===== config.mk =====
export PLATFORM = sky130hd
export DESIGN_NAME = pid_error_gen
export DESIGN_NICKNAME = d
export VERILOG_FILES = /design/src/rtl/pid_error_gen.sv
export SDC_FILE = /design/constraint.sdc
export NUM_CORES = 1
export LEC_CHECK = 0
export ABC_AREA = 1
export CORE_ASPECT_RATIO = 0.75
export CORE_MARGIN = 1.5
export CORE_UTILIZATION = 40
export DETAILED_ROUTE_END_ITERATION = 10
export PLACE_DENSITY = 0.71
export SYNTH_ARGS = -nofsm -noshare
export SYNTH_HDL_FRONTEND = slang
export SYNTH_SLANG_ARGS = --single-unit

===== constraint.sdc =====
create_clock -name clk -period 7.9 [get_ports clk]
set_input_delay 1.975 -clock clk [delete_from_list [all_inputs] [get_ports clk]]
set_output_delay 1.975 -clock clk [all_outputs]
set_load 0.01 [all_outputs]

===== src/rtl/pid_error_gen.sv =====
// Decimating error front end: averages 2^AVG_LOG2 measurements, subtracts the average from the
// setpoint and emits a saturated error word. Optional deadband is enabled with ERR_DEADBAND_EN.
module pid_error_gen #(
    parameter int DATA_W   = 32,
    parameter int AVG_LOG2 = 2,
    parameter int DEADBAND = 16
) (
    input  logic              clk,
    input  logic              rst,
    input  logic [DATA_W-1:0] setpoint,
    input  logic [DATA_W-1:0] meas_data,
    input  logic              meas_valid,
    output logic              meas_ready,
    output logic [DATA_W-1:0] err_out,
    output logic              err_valid,
    input  logic              err_ready,
    output logic              err_sat
);

    localparam int ACC_W = DATA_W + AVG_LOG2;
    localparam int CNT_W = AVG_LOG2 + 1;
    localparam logic [CNT_W-1:0] LAST = CNT_W'((1 << AVG_LOG2) - 1);

    typedef enum logic [1:0] {
        ACCUM,
        COMPUTE,
        HOLD
    } state_t;

    state_t            state_q, state_d;
    logic [ACC_W-1:0]  acc_q, acc_d;
    logic [CNT_W-1:0]  cnt_q, cnt_d;
    logic [DATA_W-1:0] err_q, err_d;
    logic              sat_q, sat_d;
    logic              valid_q, valid_d;

    logic signed [ACC_W-1:0]   avg_w;
    logic signed [ACC_W:0]     diff_w;
    logic [ACC_W:DATA_W-1]     diff_top;
    logic                      ovf;
    logic [DATA_W-1:0]         sat_val;
    logic [DATA_W-1:0]         err_val;

    if (DEADBAND < 0) begin : g_bad_deadband
        $error("DEADBAND must be non-negative");
    end

    // The difference is formed at full accumulator width; the average always fits DATA_W,
    // so overflow shows up as the bits above DATA_W-1 not being a pure sign extension.
    assign avg_w    = $signed(acc_q) >>> AVG_LOG2;
    assign diff_w   = (ACC_W + 1)'($signed(setpoint)) - (ACC_W + 1)'(avg_w);
    assign diff_top = diff_w[ACC_W:DATA_W-1];
    assign ovf      = !((&diff_top) || !(|diff_top));
    assign sat_val  = !ovf ? diff_w[DATA_W-1:0]
                    : diff_w[ACC_W] ? {1'b1, {(DATA_W-1){1'b0}}}
                    : {1'b0, {(DATA_W-1){1'b1}}};

`ifdef ERR_DEADBAND_EN
    logic [ACC_W:0] diff_mag;
    assign diff_mag = diff_w[ACC_W] ? (ACC_W + 1)'(-diff_w) : (ACC_W + 1)'(diff_w);
    assign err_val  = (diff_mag <= (ACC_W + 1)'(DEADBAND)) ? '0 : sat_val;
`else
    assign err_val  = sat_val;
`endif

    always_comb begin
        state_d = state_q;
        acc_d   = acc_q;
        cnt_d   = cnt_q;
        err_d   = err_q;
        sat_d   = sat_q;
        valid_d = valid_q;
        case (state_q)
            ACCUM: begin
                if (meas_valid) begin
                    acc_d = acc_q + ACC_W'($signed(meas_data));
                    cnt_d = cnt_q + CNT_W'(1);
                    if (cnt_q == LAST) state_d = COMPUTE;
                end
            end
            COMPUTE: begin
                err_d   = err_val;
                sat_d   = ovf;
                valid_d = 1'b1;
                state_d = HOLD;
            end
            HOLD: begin
                if (err_ready) begin
                    valid_d = 1'b0;
                    acc_d   = '0;
                    cnt_d   = '0;
                    state_d = ACCUM;
                end
            end
            default: state_d = ACCUM;
        endcase
    end

    always_ff @(posedge clk or posedge rst) begin
        if (rst) begin
            state_q <= ACCUM;
            acc_q   <= '0;
            cnt_q   <= '0;
            err_q   <= '0;
            sat_q   <= 1'b0;
            valid_q <= 1'b0;
        end else begin
            state_q <= state_d;
            acc_q   <= acc_d;
            cnt_q   <= cnt_d;
            err_q   <= err_d;
            sat_q   <= sat_d;
            valid_q <= valid_d;
        end
    end

    assign meas_ready = (state_q == ACCUM);
    assign err_out    = err_q;
    assign err_sat    = sat_q;
    assign err_valid  = valid_q;

endmodule


# Word level (Yosys, flattened, before mapping)
# Cells that the tools add are included.
# Widths: inputs -> output; s select.
word_totals:
  register_bits: 73
  in_bits: 68
  out_inout_bits: 35
  word_cells: 40
op_classes:
  addsub: 3
  eq_ne: 6
  muxes: 14
  reduce_logical: 11
ops:
  columns: ["op", "count"]
  rows:
  - ["$mux 34", 2]
  - ["$pmux 34 s2", 1]
  - ["$mux 32", 2]
  - ["$add 34x34->34", 1]
  - ["$sub 32x32->33", 1]
  - ["$mux 2", 3]
  - ["$mux 3", 2]
  - ["$pmux 2 s3", 1]
  - ["$pmux 3 s2", 1]
  - ["$reduce_and 3->1", 2]
  - ["$ne 2x2->1 const B", 2]
  - ["$reduce_and 4->1", 1]
  - ["$reduce_bool 2->1", 2]
  - ["$reduce_or 4->1", 1]
  - ["$add 3x1->3 const B", 1]
  - ["$eq 3x2->1 const B", 1]
  - ["$eq 2x1->1 const B", 1]
  - ["$eq 2x2->1 const B", 1]
  - ["$logic_not 1->1", 2]
  - ["$logic_not 2->1", 1]
  - ["$ne 2x1->1 const B", 1]
  - ["$pmux 1 s2", 1]
  - ["$reduce_and 2->1", 1]
  - ["$logic_or 1x1->1", 1]
  - ["$mux 1", 1]

# Logic depth before layout (Yosys ltp)
logic_depth:
  ltp_word: 5
  mapped_depth: 18
  depth_no_buf: 18

# Worst setup path after synthesis
# OpenSTA, ideal clock, no wires.
synth_path:
  kind: "input to register"
  startpoint: "input setpoint[0]"
  endpoint: "register err_q[20], in the netlist err_out[20]"
  setup_time_ns: 0.121
  arrival_time_ns: 3.719
  required_ns: 7.779
  path_slack_ns: 4.060
  path_stages: 16
  path_buffers: 1
  path_cell_list: "inv_1 -> ha_1 -> fa_1 -> inv_1 -> nand2_1 -> nand2_1 -> nand3_1 -> nand2_1 -> nand2_1 -> nand2_2 -> nand2_1 -> nand3_1 -> nand2_2 -> a21oi_4 -> buf_6 -> a21oi_2"
synth_via:
  elab_chain_len: 5
  elab_cells_between_ends: 7
  cone_classes: "add/sub (1); mux (2); reduce/logical (4)"
synth_lines:
  columns: ["item", "line", "text"]
  rows:
  - ["start, declared", "10", "input logic [DATA_W-1:0] setpoint,"]
  - ["$sub 32x32->33 (*)", "51", "assign diff_w = (ACC_W + 1)'($signed(setpoint)) - (ACC_W + 1)'(avg_w);"]
  - ["$reduce_or 4->1", "53", "assign ovf = !((&diff_top) || !(|diff_top));"]
  - ["$logic_not 1->1", "53", null]
  - ["$logic_or 1x1->1", "53", null]
  - ["$mux 32 (*)", "54", "assign sat_val = !ovf ? diff_w[DATA_W-1:0]"]
  - ["end signal, assigned", "111", "err_q <= err_d;"]
  - ["end, declared", "33", "logic [DATA_W-1:0] err_q, err_d;"]
# Mark *: on every way between the ends. The rest lies on a longest branch, timed or not.
# A chain may end at the register's enable or synchronous reset.

# Final worst setup path
layout_path:
  startpoint: "input meas_valid"
  endpoint: "register acc_q[27]"
layout_via:
  elab_chain_len: 2
layout_lines:
  columns: ["item", "line", "text"]
  rows:
  - ["start, declared", "12", "input logic meas_valid,"]
  - ["$ne 2x2->1 (no line)", null, null]
  - ["$reduce_and 3->1 (no line)", null, null]
  - ["end signal, assigned", "102", "acc_q <= '0;"]
  - ["end signal, assigned", "109", "acc_q <= acc_d;"]
  - ["end, declared", "31", "logic [ACC_W-1:0] acc_q, acc_d;"]
# Every way passes these cells.

==> flow_summary.ini <==
[sta]
skew_ns = 0.00939
slew_headroom_pct = 28.3
finalSetupViolations = 0
max_freq_ghz = 0.184
finalSetupTns_ns = 0
fin_crit_sh_pct = 69.0
final_period_minus_worst_setup_slack_ns = 5.45
grt_setup_unrepaired = false
drv_slew = 0
hold_viol = 0
worst_slew_pin_slew_ns = 1.07

[worst_hold_path]
hold_path_startpoint = err_out[30]$_DFFE_PP0P_
holdCritPathClass = flip-flop to flip-flop
hold_depth = 2

[die]
initial_core_util_pct = 41.0
pin_count = 103
die_w_um = 158
coreArea_um2 = 17700
die_y_um = 119
die_area_um2 = 18900
row_count = 42

[setup_path]
worstPathArrival_ns = 5.69
end_kind = flip-flop
worstPathMaxFanout = 25
path_cells = clkdlybuf4s50_1 -> nand2_1 -> inv_1 -> nor2_1 -> inv_1 -> o22ai_1
critPathBufInv = 3
cp_slowest_stage_delay_ns = 0.97
rr_worst_depth = 6
critPathKind = input port to flip-flop
crit_path_top_delay_cell = nor2_1
r2r_start = state_q[0]$_DFFE_PP0P_
crit_top_cell = inv_1
setup.worst_path.start_class = input port
cp_data_required_time_ns = 8.15
startpoint = meas_valid
cp.depth = 6
cpLargestDelayFamily = buffers and inverters

[grt]
grt_max_degree = 74
grt_pass1_vias = 7181
antenna_found_initial = 0
gr-usage-all-layers_pct = 24.8
grt_overflow_total = 0
grt_first_pass_wirelength_um = 36200

[place]
dp.cells = 1478
hpwl_um = 18400
gp_congestion = 0.934
io_buffers = 102

[power]
power.leakage_uw = 0.00447
powerDensity_nw_per_um2 = 431
irDropWorstVdd_mv = 0.156
total_power_uw = 3780

[synth]
synth_compound_area_share_pct = 18.0
yosys.area_share.simple_pct = 32.4
synth_cells = 1149
synth_top_family_by_area = simple AND/OR/NAND/NOR gates
seq_area_frac_synth_pct = 25.2
synthXorXnorAreaFrac_pct = 2.30
synth-edff-count = 0
ys_types = 34
avgSynthCellArea_um2 = 6.30
ys_seq_elements = 73
ys_warn_count = 0
ys.flop_type = dfrtp_1
synth_mux_area_share_pct = 0
synthAdderAreaFrac_pct = 12.1
syn-cell-area_um2 = 7240
syn_nets = 1286
async_flop_share_pct = 100

[layout]
layout.nets = 1384
drive_above_1_share_pct = 3.28
fillCellCount = 1890
layoutNonFillerInstCount = 1493
antenna_cells = 0
syn_to_final_growth_pct = 21.4

[drt]
dr.pass1.iters = 5
vias = 7682
routedWlPerCell_um = 15.2
ant_nets = 0
vias_per_cell = 5.15
drc = 0
drt_iter0_markers = 704
drt_wl_total_um = 22700

[clock_network]
cts-resized-gates = 0
clkLatencyLatePin_ns = 0.35
clkTransAtPathRegs_ns = 0.06
cts_num_sinks = 73
ctsHtreeMaxLevel = 3
ctsHoldBuffers = 0
cts_root_buffer = clkbuf_16
clock_path_buffers = 2
numCtsBuffers = 9
cts_setup_buffers = 0
tritoncts = yes

[run]
max_cap_violations = 0

[outcome]
outcome = completed
cells in the final DEF (no fill, tap or decap), types with 2 or more instances in the layout:
master           count
bufinv_16            2
nand4_1             11
ha_1                67
o21bai_1            17
nand2_2              5
nor4_1               2
fa_1                 2
nand2_1            345
or2_2                3
clkdlybuf4s50_1    102
o21a_1               3
a22o_1               2
clkinvlp_4           2
nand3b_1             2
a21o_1               5
nor2_2               2
and2_1               2
o22ai_1              8
a21boi_0             7
inv_1              163
a21oi_2             13
o32ai_1              3
nor2_1             143
xor2_1              17
o21ai_0             63
a21oi_1            101
clkbuf_16            9
nor3_1              13
dfrtp_1             73
xnor2_1              2
nand3_1             54
final timing paths:
kind	endpoint	slack [ns]
max	acc_q[27]$_DFFE_PP0P_	2.45
min	err_out[30]$_DFFE_PP0P_	0.48
max reg2reg	acc_q[27]$_DFFE_PP0P_	4.04
min reg2reg	err_out[30]$_DFFE_PP0P_	0.48
max in group asynchronous	acc_q[32]$_DFFE_PP0P_	4.99
min in group asynchronous	err_out[0]$_DFFE_PP0P_	2.27
flip-flops by register name, summed over array words and instances (netlist names):
signal / flops
cnt_q: 3
state_q: 2
err_valid: 1
err_out: 32
err_sat: 1
acc_q: 34
cell families after synthesis:
kind of cell / count (synthesis)
simple gates: 583
compound gates: 225
buf+inv: 180
flops: 73
fa+ha+maj: 69
xor+xnor: 19
per-stage QoR:
step	area, µm²	worst slack (ns)	util [%]	hold slack [ns]
2_1_floorplan	7240	4.06	-	0.470
3_3_place_gp	8460	2.39	47.9	0.476
3_5_place_dp	8460	2.16	47.9	0.467
4_1_cts	8780	2.53	49.7	0.486
5_1_grt	8780	2.21	49.7	0.512
6_report	8780	2.45	49.7	0.480
power breakdown:
part           total, µW  switching, µW  internal [µW]
Combinational       2630           1660            967
Sequential           698            131            567
Clock                461            178            283
Total               3780           1970           1820
synth_stat cells, types with 13 or more instances:
| library cell | instances | area [µm²] |
|---|---|---|
| a21oi_1 | 101 | 505 |
| a21oi_2 | 13 | 114 |
| dfrtp_1 | 73 | 1830 |
| ha_1 | 67 | 838 |
| inv_1 | 164 | 616 |
| nand2_1 | 345 | 1290 |
| nand3_1 | 54 | 270 |
| nor2_1 | 143 | 537 |
| nor3_1 | 13 | 65.1 |
| o21ai_0 | 63 | 315 |
| o21bai_1 | 17 | 128 |
| xor2_1 | 17 | 149 |
routing by layer:
metal / share of wire, % / GRT usage [%]
met5: 0 / 0
met4: 1.2 / 5.14
met3: 7.3 / 4.00
met2: 40 / 36.4
met1: 51 / 37.7
tightest hold or removal path, cell delays in order (launching register included):
cell,delay [ns]
dfrtp_1,0.34
nand2_1,0.05
nand2_1,0.06
layout make-up:
type                    count  area (µm²)  share of cell area (%)
well taps                 242         303                    3.45
clock buffers              10         239                    2.72
multi-input cells         896        4690                    53.4
flip-flops and latches     73        1830                    20.8
clock inverters             5        80.1                   0.912
inverters                 164         616                    7.01
repair buffers            103        1030                    11.7
(Power assumes the default switching activity.)
